### src/rtl/cordic_vectoring_if.sv
// Start/busy/done handshake plus operand and result buses for the vectoring CORDIC.
// The master drives the request; the slave (the CORDIC) returns polar results.
interface cordic_vectoring_if;
    logic        start;
    logic [31:0] x;
    logic [31:0] y;
    logic        busy;
    logic        done;
    logic [31:0] magnitude;
    logic [31:0] angle;
    logic        range_err;

    modport master (
        output start, x, y,
        input  busy, done, magnitude, angle, range_err
    );

    modport slave (
        input  start, x, y,
        output busy, done, magnitude, angle, range_err
    );
endinterface

### src/rtl/cordic_vectoring.sv
// Iterative circular-vectoring CORDIC: IEEE-754 (x,y) in, magnitude and atan2 in degrees out.
// One micro-rotation per cycle; result latency is ITER+3 cycles from the accepting edge.
module cordic_vectoring #(
    parameter int ITER = 24,
    parameter int DW   = 40,
    parameter int FRAC = 28
) (
    input logic               clk,
    input logic               rst,
    cordic_vectoring_if.slave bus
);
    localparam logic [2:0] S_IDLE  = 3'd0;
    localparam logic [2:0] S_LOAD  = 3'd1;
    localparam logic [2:0] S_ITER  = 3'd2;
    localparam logic [2:0] S_SCALE = 3'd3;
    localparam logic [2:0] S_PACK  = 3'd4;

    localparam int  CW          = (ITER > 1) ? $clog2(ITER) : 1;
    localparam real SCALE       = 2.0 ** FRAC;
    localparam int  UNPACK_BIAS = 150 - FRAC;
    localparam int  RANGE_EXP   = 135;
    localparam logic [31:0] QNAN = 32'h7FC0_0000;
    localparam logic [31:0] F180 = 32'h4334_0000;
    localparam logic signed [DW-1:0] INV_K   = DW'(longint'(0.607252935 * SCALE));
    localparam logic signed [DW-1:0] DEG90   = DW'(longint'(90.0 * SCALE));
    localparam logic signed [DW-1:0] DEG180  = DW'(longint'(180.0 * SCALE));
    localparam logic signed [DW-1:0] RAD2DEG = DW'(longint'(57.29577951308232 * SCALE));

    function automatic logic signed [DW-1:0] atanDeg(input logic [CW-1:0] idx);
        logic signed [DW-1:0] r;
        case (int'(idx))
            0:  r = DW'(longint'(45.0 * SCALE));
            1:  r = DW'(longint'(26.565051177077989 * SCALE));
            2:  r = DW'(longint'(14.036243467926479 * SCALE));
            3:  r = DW'(longint'(7.125016348901798 * SCALE));
            4:  r = DW'(longint'(3.576334374997351 * SCALE));
            5:  r = DW'(longint'(1.789910608246069 * SCALE));
            6:  r = DW'(longint'(0.895173710211074 * SCALE));
            7:  r = DW'(longint'(0.447614170860553 * SCALE));
            8:  r = DW'(longint'(0.223810500368538 * SCALE));
            9:  r = DW'(longint'(0.111905677066207 * SCALE));
            10: r = DW'(longint'(0.055952891893804 * SCALE));
            11: r = DW'(longint'(0.027976452617004 * SCALE));
            12: r = DW'(longint'(0.013988227142265 * SCALE));
            13: r = DW'(longint'(0.006994113675353 * SCALE));
            14: r = DW'(longint'(0.003497056850704 * SCALE));
            15: r = DW'(longint'(0.001748528426980 * SCALE));
            16: r = DW'(longint'(0.000874264213694 * SCALE));
            17: r = DW'(longint'(0.000437132106872 * SCALE));
            18: r = DW'(longint'(0.000218566053439 * SCALE));
            19: r = DW'(longint'(0.000109283026720 * SCALE));
            20: r = DW'(longint'(0.000054641513360 * SCALE));
            21: r = DW'(longint'(0.000027320756680 * SCALE));
            22: r = DW'(longint'(0.000013660378340 * SCALE));
            23: r = DW'(longint'(0.000006830189170 * SCALE));
            default: r = RAD2DEG >>> idx;
        endcase
        return r;
    endfunction

    // Out-of-range exponents return 0; range_err masks the result anyway.
    function automatic logic signed [DW-1:0] toFixed(input logic [31:0] f);
        int          ee;
        logic [63:0] mant;
        logic [63:0] mag;
        ee   = int'(f[30:23]);
        mant = {40'd0, 1'b1, f[22:0]};
        mag  = '0;
        if (ee != 0 && ee < RANGE_EXP) begin
            if (ee >= UNPACK_BIAS) mag = mant << (ee - UNPACK_BIAS);
            else                   mag = mant >> (UNPACK_BIAS - ee);
        end
        return f[31] ? -DW'(mag) : DW'(mag);
    endfunction

    function automatic logic [31:0] toFloat(input logic signed [DW-1:0] v);
        logic [DW-1:0] m;
        logic [DW-1:0] norm;
        int            p;
        m    = v[DW-1] ? -v : v;
        p    = 0;
        norm = '0;
        for (int i = 0; i < DW; i++) begin
            if (m[i]) p = i;
        end
        if (m == '0) return 32'h0;
        if (p >= 23) norm = m >> (p - 23);
        else         norm = m << (23 - p);
        return {v[DW-1], 8'(p - FRAC + 127), 23'(norm)};
    endfunction

    logic [2:0]           state_q, state_d;
    logic [CW-1:0]        iter_q, iter_d;
    logic [31:0]          xIn_q, xIn_d, yIn_q, yIn_d;
    logic signed [DW-1:0] xAcc_q, xAcc_d, yAcc_q, yAcc_d, zAcc_q, zAcc_d;
    logic                 rangePend_q, rangePend_d, zeroIn_q, zeroIn_d, negAxis_q, negAxis_d;
    logic                 busy_q, busy_d, done_q, done_d, rangeErr_q, rangeErr_d;
    logic [31:0]          mag_q, mag_d, ang_q, ang_d;
    logic signed [DW-1:0] xFix, yFix, xSh, ySh, atanStep;
    logic signed [2*DW-1:0] prod;

    always_comb begin
        state_d     = state_q;
        iter_d      = iter_q;
        xIn_d       = xIn_q;
        yIn_d       = yIn_q;
        xAcc_d      = xAcc_q;
        yAcc_d      = yAcc_q;
        zAcc_d      = zAcc_q;
        rangePend_d = rangePend_q;
        zeroIn_d    = zeroIn_q;
        negAxis_d   = negAxis_q;
        busy_d      = busy_q;
        done_d      = 1'b0;
        rangeErr_d  = rangeErr_q;
        mag_d       = mag_q;
        ang_d       = ang_q;
        xFix        = toFixed(xIn_q);
        yFix        = toFixed(yIn_q);
        xSh         = xAcc_q >>> iter_q;
        ySh         = yAcc_q >>> iter_q;
        atanStep    = atanDeg(iter_q);
        prod        = (2*DW)'(xAcc_q) * (2*DW)'(INV_K);

        case (state_q)
            S_IDLE: begin
                if (bus.start) begin
                    xIn_d   = bus.x;
                    yIn_d   = bus.y;
                    busy_d  = 1'b1;
                    state_d = S_LOAD;
                end
            end
            S_LOAD: begin
                rangePend_d = (int'(xIn_q[30:23]) >= RANGE_EXP) || (int'(yIn_q[30:23]) >= RANGE_EXP);
                zeroIn_d    = (xFix == '0) && (yFix == '0);
                negAxis_d   = xFix[DW-1] && (yFix == '0);
                iter_d      = '0;
                state_d     = S_ITER;
                // Fold the left half-plane into the right so iterations converge.
                if (!xFix[DW-1]) begin
                    xAcc_d = xFix;  yAcc_d = yFix;  zAcc_d = '0;
                end else if (!yFix[DW-1]) begin
                    xAcc_d = yFix;  yAcc_d = -xFix; zAcc_d = DEG90;
                end else begin
                    xAcc_d = -yFix; yAcc_d = xFix;  zAcc_d = -DEG90;
                end
            end
            S_ITER: begin
                if (!yAcc_q[DW-1]) begin
                    xAcc_d = xAcc_q + ySh;
                    yAcc_d = yAcc_q - xSh;
                    zAcc_d = zAcc_q + atanStep;
                end else begin
                    xAcc_d = xAcc_q - ySh;
                    yAcc_d = yAcc_q + xSh;
                    zAcc_d = zAcc_q - atanStep;
                end
                if (iter_q == CW'(ITER - 1)) state_d = S_SCALE;
                else                         iter_d  = iter_q + 1'b1;
            end
            S_SCALE: begin
                xAcc_d  = DW'(prod >>> FRAC);
                state_d = S_PACK;
            end
            S_PACK: begin
                busy_d     = 1'b0;
                done_d     = 1'b1;
                state_d    = S_IDLE;
                rangeErr_d = rangePend_q;
                if (rangePend_q) begin
                    mag_d = QNAN;
                    ang_d = QNAN;
                end else begin
                    mag_d = toFloat(xAcc_q);
                    // Keep the result in (-180,180] even when the last micro-rotation overshoots.
                    if (zeroIn_q)
                        ang_d = 32'h0;
                    else if (negAxis_q || zAcc_q > DEG180 || zAcc_q <= -DEG180)
                        ang_d = F180;
                    else
                        ang_d = toFloat(zAcc_q);
                end
            end
            default: begin
                busy_d  = 1'b0;
                state_d = S_IDLE;
            end
        endcase
    end

    always_ff @(posedge clk or posedge rst) begin
        if (rst) begin
            state_q     <= S_IDLE;
            iter_q      <= '0;
            xIn_q       <= '0;
            yIn_q       <= '0;
            xAcc_q      <= '0;
            yAcc_q      <= '0;
            zAcc_q      <= '0;
            rangePend_q <= 1'b0;
            zeroIn_q    <= 1'b0;
            negAxis_q   <= 1'b0;
            busy_q      <= 1'b0;
            done_q      <= 1'b0;
            rangeErr_q  <= 1'b0;
            mag_q       <= '0;
            ang_q       <= '0;
        end else begin
            state_q     <= state_d;
            iter_q      <= iter_d;
            xIn_q       <= xIn_d;
            yIn_q       <= yIn_d;
            xAcc_q      <= xAcc_d;
            yAcc_q      <= yAcc_d;
            zAcc_q      <= zAcc_d;
            rangePend_q <= rangePend_d;
            zeroIn_q    <= zeroIn_d;
            negAxis_q   <= negAxis_d;
            busy_q      <= busy_d;
            done_q      <= done_d;
            rangeErr_q  <= rangeErr_d;
            mag_q       <= mag_d;
            ang_q       <= ang_d;
        end
    end

    assign bus.busy      = busy_q;
    assign bus.done      = done_q;
    assign bus.magnitude = mag_q;
    assign bus.angle     = ang_q;
    assign bus.range_err = rangeErr_q;
endmodule

### src/flat_wrapper.sv
// flat-port wrapper written by rule: the top's interface ports become plain ports
module cordic_vectoring_flat 
#(
    parameter int ITER = 24,
    parameter int DW   = 40,
    parameter int FRAC = 28
)
  (clk, rst, bus_start, bus_x, bus_y, bus_busy, bus_done, bus_magnitude, bus_angle, bus_range_err);
  cordic_vectoring_if bus_i ();
  input logic clk;
  input logic rst;
  input wire logic [$bits(bus_i.start)-1:0] bus_start;
  input wire logic [$bits(bus_i.x)-1:0] bus_x;
  input wire logic [$bits(bus_i.y)-1:0] bus_y;
  output wire logic [$bits(bus_i.busy)-1:0] bus_busy;
  output wire logic [$bits(bus_i.done)-1:0] bus_done;
  output wire logic [$bits(bus_i.magnitude)-1:0] bus_magnitude;
  output wire logic [$bits(bus_i.angle)-1:0] bus_angle;
  output wire logic [$bits(bus_i.range_err)-1:0] bus_range_err;
  assign bus_i.start = bus_start;
  assign bus_i.x = bus_x;
  assign bus_i.y = bus_y;
  assign bus_busy = bus_i.busy;
  assign bus_done = bus_i.done;
  assign bus_magnitude = bus_i.magnitude;
  assign bus_angle = bus_i.angle;
  assign bus_range_err = bus_i.range_err;
  cordic_vectoring #(.ITER(ITER), .DW(DW), .FRAC(FRAC)) u_core (.clk(clk), .rst(rst), .bus(bus_i));
endmodule
### config.mk
export PLATFORM = sky130hd
export DESIGN_NAME = cordic_vectoring_flat
export DESIGN_NICKNAME = d
export VERILOG_FILES = /design/src/rtl/cordic_vectoring_if.sv /design/src/rtl/cordic_vectoring.sv /design/src/flat_wrapper.sv
export SDC_FILE = /design/constraint.sdc
export NUM_CORES = 2
export LEC_CHECK = 0
export ABC_AREA = 0
export ABC_CLOCK_PERIOD_IN_PS = 17100
export CAP_MARGIN = 20
export CORE_MARGIN = 5
export CORE_UTILIZATION = 49
export DETAILED_ROUTE_END_ITERATION = 7
export PLACE_DENSITY = 0.65
export SYNTH_ARGS = -nofsm -noshare
export SYNTH_HDL_FRONTEND = slang
export SYNTH_SLANG_ARGS = --single-unit
### constraint.sdc
create_clock -name clk -period 17.1 [get_ports clk]
set_input_delay 2.565 -clock clk [delete_from_list [all_inputs] [get_ports clk]]
set_output_delay 2.565 -clock clk [all_outputs]
set_load 0.01 [all_outputs]
* Yosys cells after proc, flatten, opt, wreduce, memory -nomap -nowiden
Cells that the tools add are included. Widths: inputs -> output; s select.
Word-level totals: bits in registers 262, output and inout bits 67, input port bits 67
Cells by class: equality and inequality tests 30, shift operators 11, order comparisons 10, $mul 1, add/subtract/negate cells 25, bitwise logic cells 1, reductions and logical operators 22, mux-type cells 131
Operator list (number):
- $pmux 40 s24 | 1
- $mux 40 | 17
- $mux 32 | 14
- $neg 40->40 | 6
- $mux 5 | 33
- $logic_not 40->1 | 4
- $pmux 40 s2 | 2
- $add 40x40->40 | 3
- $pmux 40 s3 | 1
- $sub 40x40->40 | 3
- $mux 6 | 16
- $shl 24x32->40 | 2
- $shl 40x32->23 | 2
- $shr 24x32->40 | 2
- $shr 40x32->23 | 2
- $sshr 40x5->40 | 2
- $mul 40x29->68 const B | 1
- $ge 32x6->1 const B | 2
- $mux 4 | 16
- $sub 32x6->32 const B | 2
- $sub 6x32->32 const A | 2
- $mux 23 | 2
- $eq 5x4->1 const B | 8
- $eq 5x5->1 const B | 8
- other kinds (35) | 80

* Longest topological paths before layout
word-level depth 52, mapped depth 38, gate-level depth less buffers 31

* Worst setup path after synthesis
No wires, ideal clock.
path type reg2reg, from register u_core.xAcc_q[39], to register u_core.xAcc_q[37], clock period less this slack 9.573 ns, path slack 7.527 ns, arrival 9.437 ns, required time 16.964 ns, stages on the path, launching flop included 25, cell sequence dfrtp_1 -> clkbuf_1 -> clkbuf_1 -> buf_1 -> clkbuf_1 -> buf_1 -> clkbuf_1 -> mux2i_1 -> fa_1 -> fa_1 -> fa_1 -> inv_1 -> fa_1 -> fa_1 -> ha_1 -> a21o_1 -> a2111oi_0 -> a21oi_1 -> a41o_1 -> a31o_2 -> o41ai_1 -> xor2_1 -> nor2_1 -> a221oi_1 -> o21ai_0
On the way: word-level cells in the longest chain between the ends 2
RTL lines:
- start, declared | line cordic_vectoring.sv:95 | logic signed [DW-1:0] xAcc_q, xAcc_d, yAcc_q, yAcc_d, zAcc_q, zAcc_d;
- start signal, assigned | line cordic_vectoring.sv:198 | xAcc_q <= '0;
- start signal, assigned | line cordic_vectoring.sv:214 | xAcc_q <= xAcc_d;
- $mul 40x29->68 | line cordic_vectoring.sv:123 | prod = (2*DW)'(xAcc_q) * (2*DW)'(INV_K);
- $pmux 40 s3 | line cordic_vectoring.sv:125 | case (state_q)
No other way between the ends. A chain may end at the register's enable or synchronous reset.

* Worst setup path in the final report
from register u_core.xAcc_q[12], to register u_core.xAcc_q[37]
On the way: word-level cells in the longest chain between the ends 3
RTL lines (line):
- parallel branches: the longest is 2 deep, another holds $mul 40x29->68
- $pmux 40 s3 * | cordic_vectoring.sv:125
Mark *: on every way between the ends.

==> impl_metrics.toml <==
[status]
status = "complete, no violations"

[grt]
use_met2_pct = 54.3
antenna_found_initial = 7
grt_max_degree = 88
busiest_layer = "met2"
grt_pass1_vias = 64200
grt_pass1_wl_um = 408000
gr-usage-met3_pct = 5.46
grt_util_all_layers_pct = 34.6
grt-ovfl-total = 0
grt_util_met1_pct = 47.8

[floorplanning]
start_util_pct = 49.3
die_area_um2 = 150000
die-height_um = 387
core_area_um2 = 142000
rows = 138
die_w_um = 387
ios = 134

[placed_design]
port_buffers = 133
pre_cts_ws_ns = 7.02
post-dp-hpwl_um = 215000
gp_congestion = 1.02

[critical_path]
worst_ep_arrival_time_ns = 10.69
cp-end-kind = "flop"
path_delay_family = "adder cells"
cp_slowest_cell = "dfrtp_1"
path_buf_inv = 5
worstPathRequired_ns = 17.55
critical-path-top-cell-by-count = "fa_1"
cp-start-kind = "flop"
cp_max_fo = 17
slowest_delay_ns = 0.92
worstSetupPathType = "reg2reg"

[routing]
drt-vias-per-instance = 6.58
drtAntennaViolNets = 0
first_pass_iters = 8
drt-total-wl_um = 269000
wl_per_cell_um = 26.6
vias = 66400
drcViolationCount = 0
drt_iter0_drc = 7539

[clocking]
cts.htree.levels = 2
cts.sinks = 262
post_cts_buffers = 0
clockBufferDepth = 3
cts_hold_buf = 0
clock_latency_ns = 0.62
ctsResizeCount = 0
cts_root_buffer = "clkbuf_16"
tritoncts = "yes"
numCtsBuffers = 37
clk_pin_slew_ns = 0.06

[synthesis]
yosysWarnings = 0
async_reset_ff_share_pct = 100
yosysUniqueCellTypes = 117
syn_inst = 8358
syn_area_um2 = 69800
synth_ff_type = "dfrtp_1"
ys_seq_area_share_pct = 9.39
synth_area_per_cell_um2 = 8.35
syn_nets = 9567
synth_edf_count = 0
synth_seq_cells = 262

[timing]
drv_slew = 0
finalSetupViolCount = 0
hold_viol_final = 0
finalWorstSetupSlack_ns = 6.86
slew_headroom_pct = 21.7
max_freq_mhz = 97.6
worstMarginPinSlew_ns = 1.15
setup-tns-final_ns = 0
rsz0062_at_grt = "false"
clock_skew_ns = 0.0326
min_period_ns = 10.24
fin_crit_sh_pct = 59.9

[worst_hold_path]
hp-class = "reg2reg"

[layout]
final_util_pct = 52.3
drive_gt1_share_pct = 8.95
syn2layout_area_growth_pct = 6.08
nets = 9384

[job]
cap_viol_max_count = 0
==> sequential cells by signal (all words and copies together), names as in the netlist <==
register	flops
u_core.iter_q	5
u_core.xAcc_q	40
u_core.negAxis_q	1
u_core.zAcc_q	40
u_core.bus.angle	32
u_core.zeroIn_q	1
u_core.bus.magnitude	32
u_core.yIn_q	32
u_core.bus.range_err	1
u_core.state_q	3
u_core.rangePend_q	1
u_core.bus.done	1
u_core.bus.busy	1
u_core.xIn_q	32
u_core.yAcc_q	40
==> metrics by stage <==
step | instance area, um^2 | instances | hold WS, ns
floorplan | 69800 | 8358 | 0.473
global placement | 72700 | 10000 | 0.466
detailed placement | 72800 | 10000 | 0.475
CTS | 74000 | 10100 | 0.487
global route | 74100 | 10100 | 0.513
finish | 74100 | 10100 | 0.483
==> worst min-delay path: stages (launching register included) <==
cell and delay (ns):
dfrtp_1 0.34, nand2_1 0.05, nand3_1 0.06
==> path summary, 6_finish.rpt <==
check,from,to,slack (ns),cells past startpoint
worst max-delay path,u_core.xAcc_q[12]$_DFFE_PP0N_,u_core.xAcc_q[37]$_DFFE_PP0N_,6.86,29
worst min-delay path,u_core.bus.angle[18]$_DFFE_PP0P_,u_core.bus.angle[18]$_DFFE_PP0P_,0.48,2
worst max register to register,u_core.xAcc_q[12]$_DFFE_PP0N_,u_core.xAcc_q[37]$_DFFE_PP0N_,6.86,29
worst min register to register,u_core.bus.angle[18]$_DFFE_PP0P_,u_core.bus.angle[18]$_DFFE_PP0P_,0.48,2
max in group asynchronous,rst,u_core.yAcc_q[39]$_DFFE_PP0P_,13.12,3
min in group asynchronous,rst,u_core.yIn_q[22]$_DFFE_PP0P_,2.45,2
==> metal layers <==
layer | vias up | part of all wire (%)
met5 | - | 0.020
met1 | 32700 | 41
li1 | 29600 | -
met2 | 3458 | 45
met4 | 8 | 5.0
met3 | 653 | 8.9
==> cell type report <==
cell class,instances,area (um^2)
Multi-Input combinational cell,6711,58000
Sequential cell,262,6590
Timing Repair Buffer,284,2460
Clock buffer,50,1040
Clock inverter,14,254
Fill cell,13500,67500
Tap cell,1890,2360
Inverter,879,3310
Antenna cell,3,7.51
==> cell usage after synthesis (all sizes together), types with 41 or more instances <==
| cell type | instances | area share (%) |
|---|---|---|
| fa | 624 | 18 |
| inv | 872 | 4.7 |
| a211oi | 127 | 1.4 |
| dfrtp | 262 | 9.4 |
| or3 | 58 | 0.52 |
| and2 | 64 | 0.57 |
| nor2 | 568 | 3.1 |
| o21ai | 467 | 3.4 |
| mux4 | 187 | 6.0 |
| or2 | 42 | 0.38 |
| a22oi | 49 | 0.53 |
| xor2 | 190 | 2.4 |
| o31ai | 100 | 1.1 |
| a31oi | 118 | 1.1 |
| buf | 156 | 1.1 |
| clkbuf | 350 | 1.9 |
| o22ai | 69 | 0.62 |
| o41ai | 41 | 0.57 |
| o211ai | 94 | 1.0 |
| nand4 | 57 | 0.53 |
| and3 | 69 | 0.62 |
| o21a | 87 | 0.94 |
| nand2 | 729 | 3.9 |
| nor3 | 178 | 1.3 |
| a21o | 65 | 0.70 |
| nor4 | 72 | 0.73 |
| xnor2 | 324 | 4.1 |
| a21oi | 443 | 3.2 |
| mux2i | 308 | 4.4 |
| nand3 | 188 | 1.4 |
| nand2b | 72 | 0.65 |
| mux2 | 169 | 2.7 |
| nor2b | 53 | 0.47 |
| ha | 518 | 9.3 |
==> kinds of logic after synthesis <==
group / Yosys count / share of synthesized area (%)
mux: 664 / 13.2
xor+xnor: 514 / 6.54
fa+ha+maj: 1142 / 27.2
simple gates: 2276 / 15.6
flops: 262 / 9.39
compound gates: 2115 / 20.3
buf+inv: 1385 / 7.73
==> layout by cell type, fill, tap and decap left out, types with 115 or more instances in the layout <==
cell / synthesis / layout
nor3_1: 176 / 175
mux4_2: 187 / 187
mux2i_1: 308 / 308
nand2_1: 728 / 725
xor2_1: 187 / 185
o21ai_0: 445 / 442
fa_1: 624 / 624
a21oi_1: 442 / 441
nand3_1: 185 / 185
inv_1: 868 / 866
nor2_1: 568 / 564
mux2_2: 169 / 169
xnor2_1: 320 / 314
dfrtp_1: 262 / 251
a211oi_1: 125 / 124
a31oi_1: 115 / 115
buf_4: 17 / 149
ha_1: 518 / 518
clkdlybuf4s50_1: 0 / 133
Power is not shown: default switching activity piles up to over one toggle a cycle in this logic, so the estimate is an artifact.
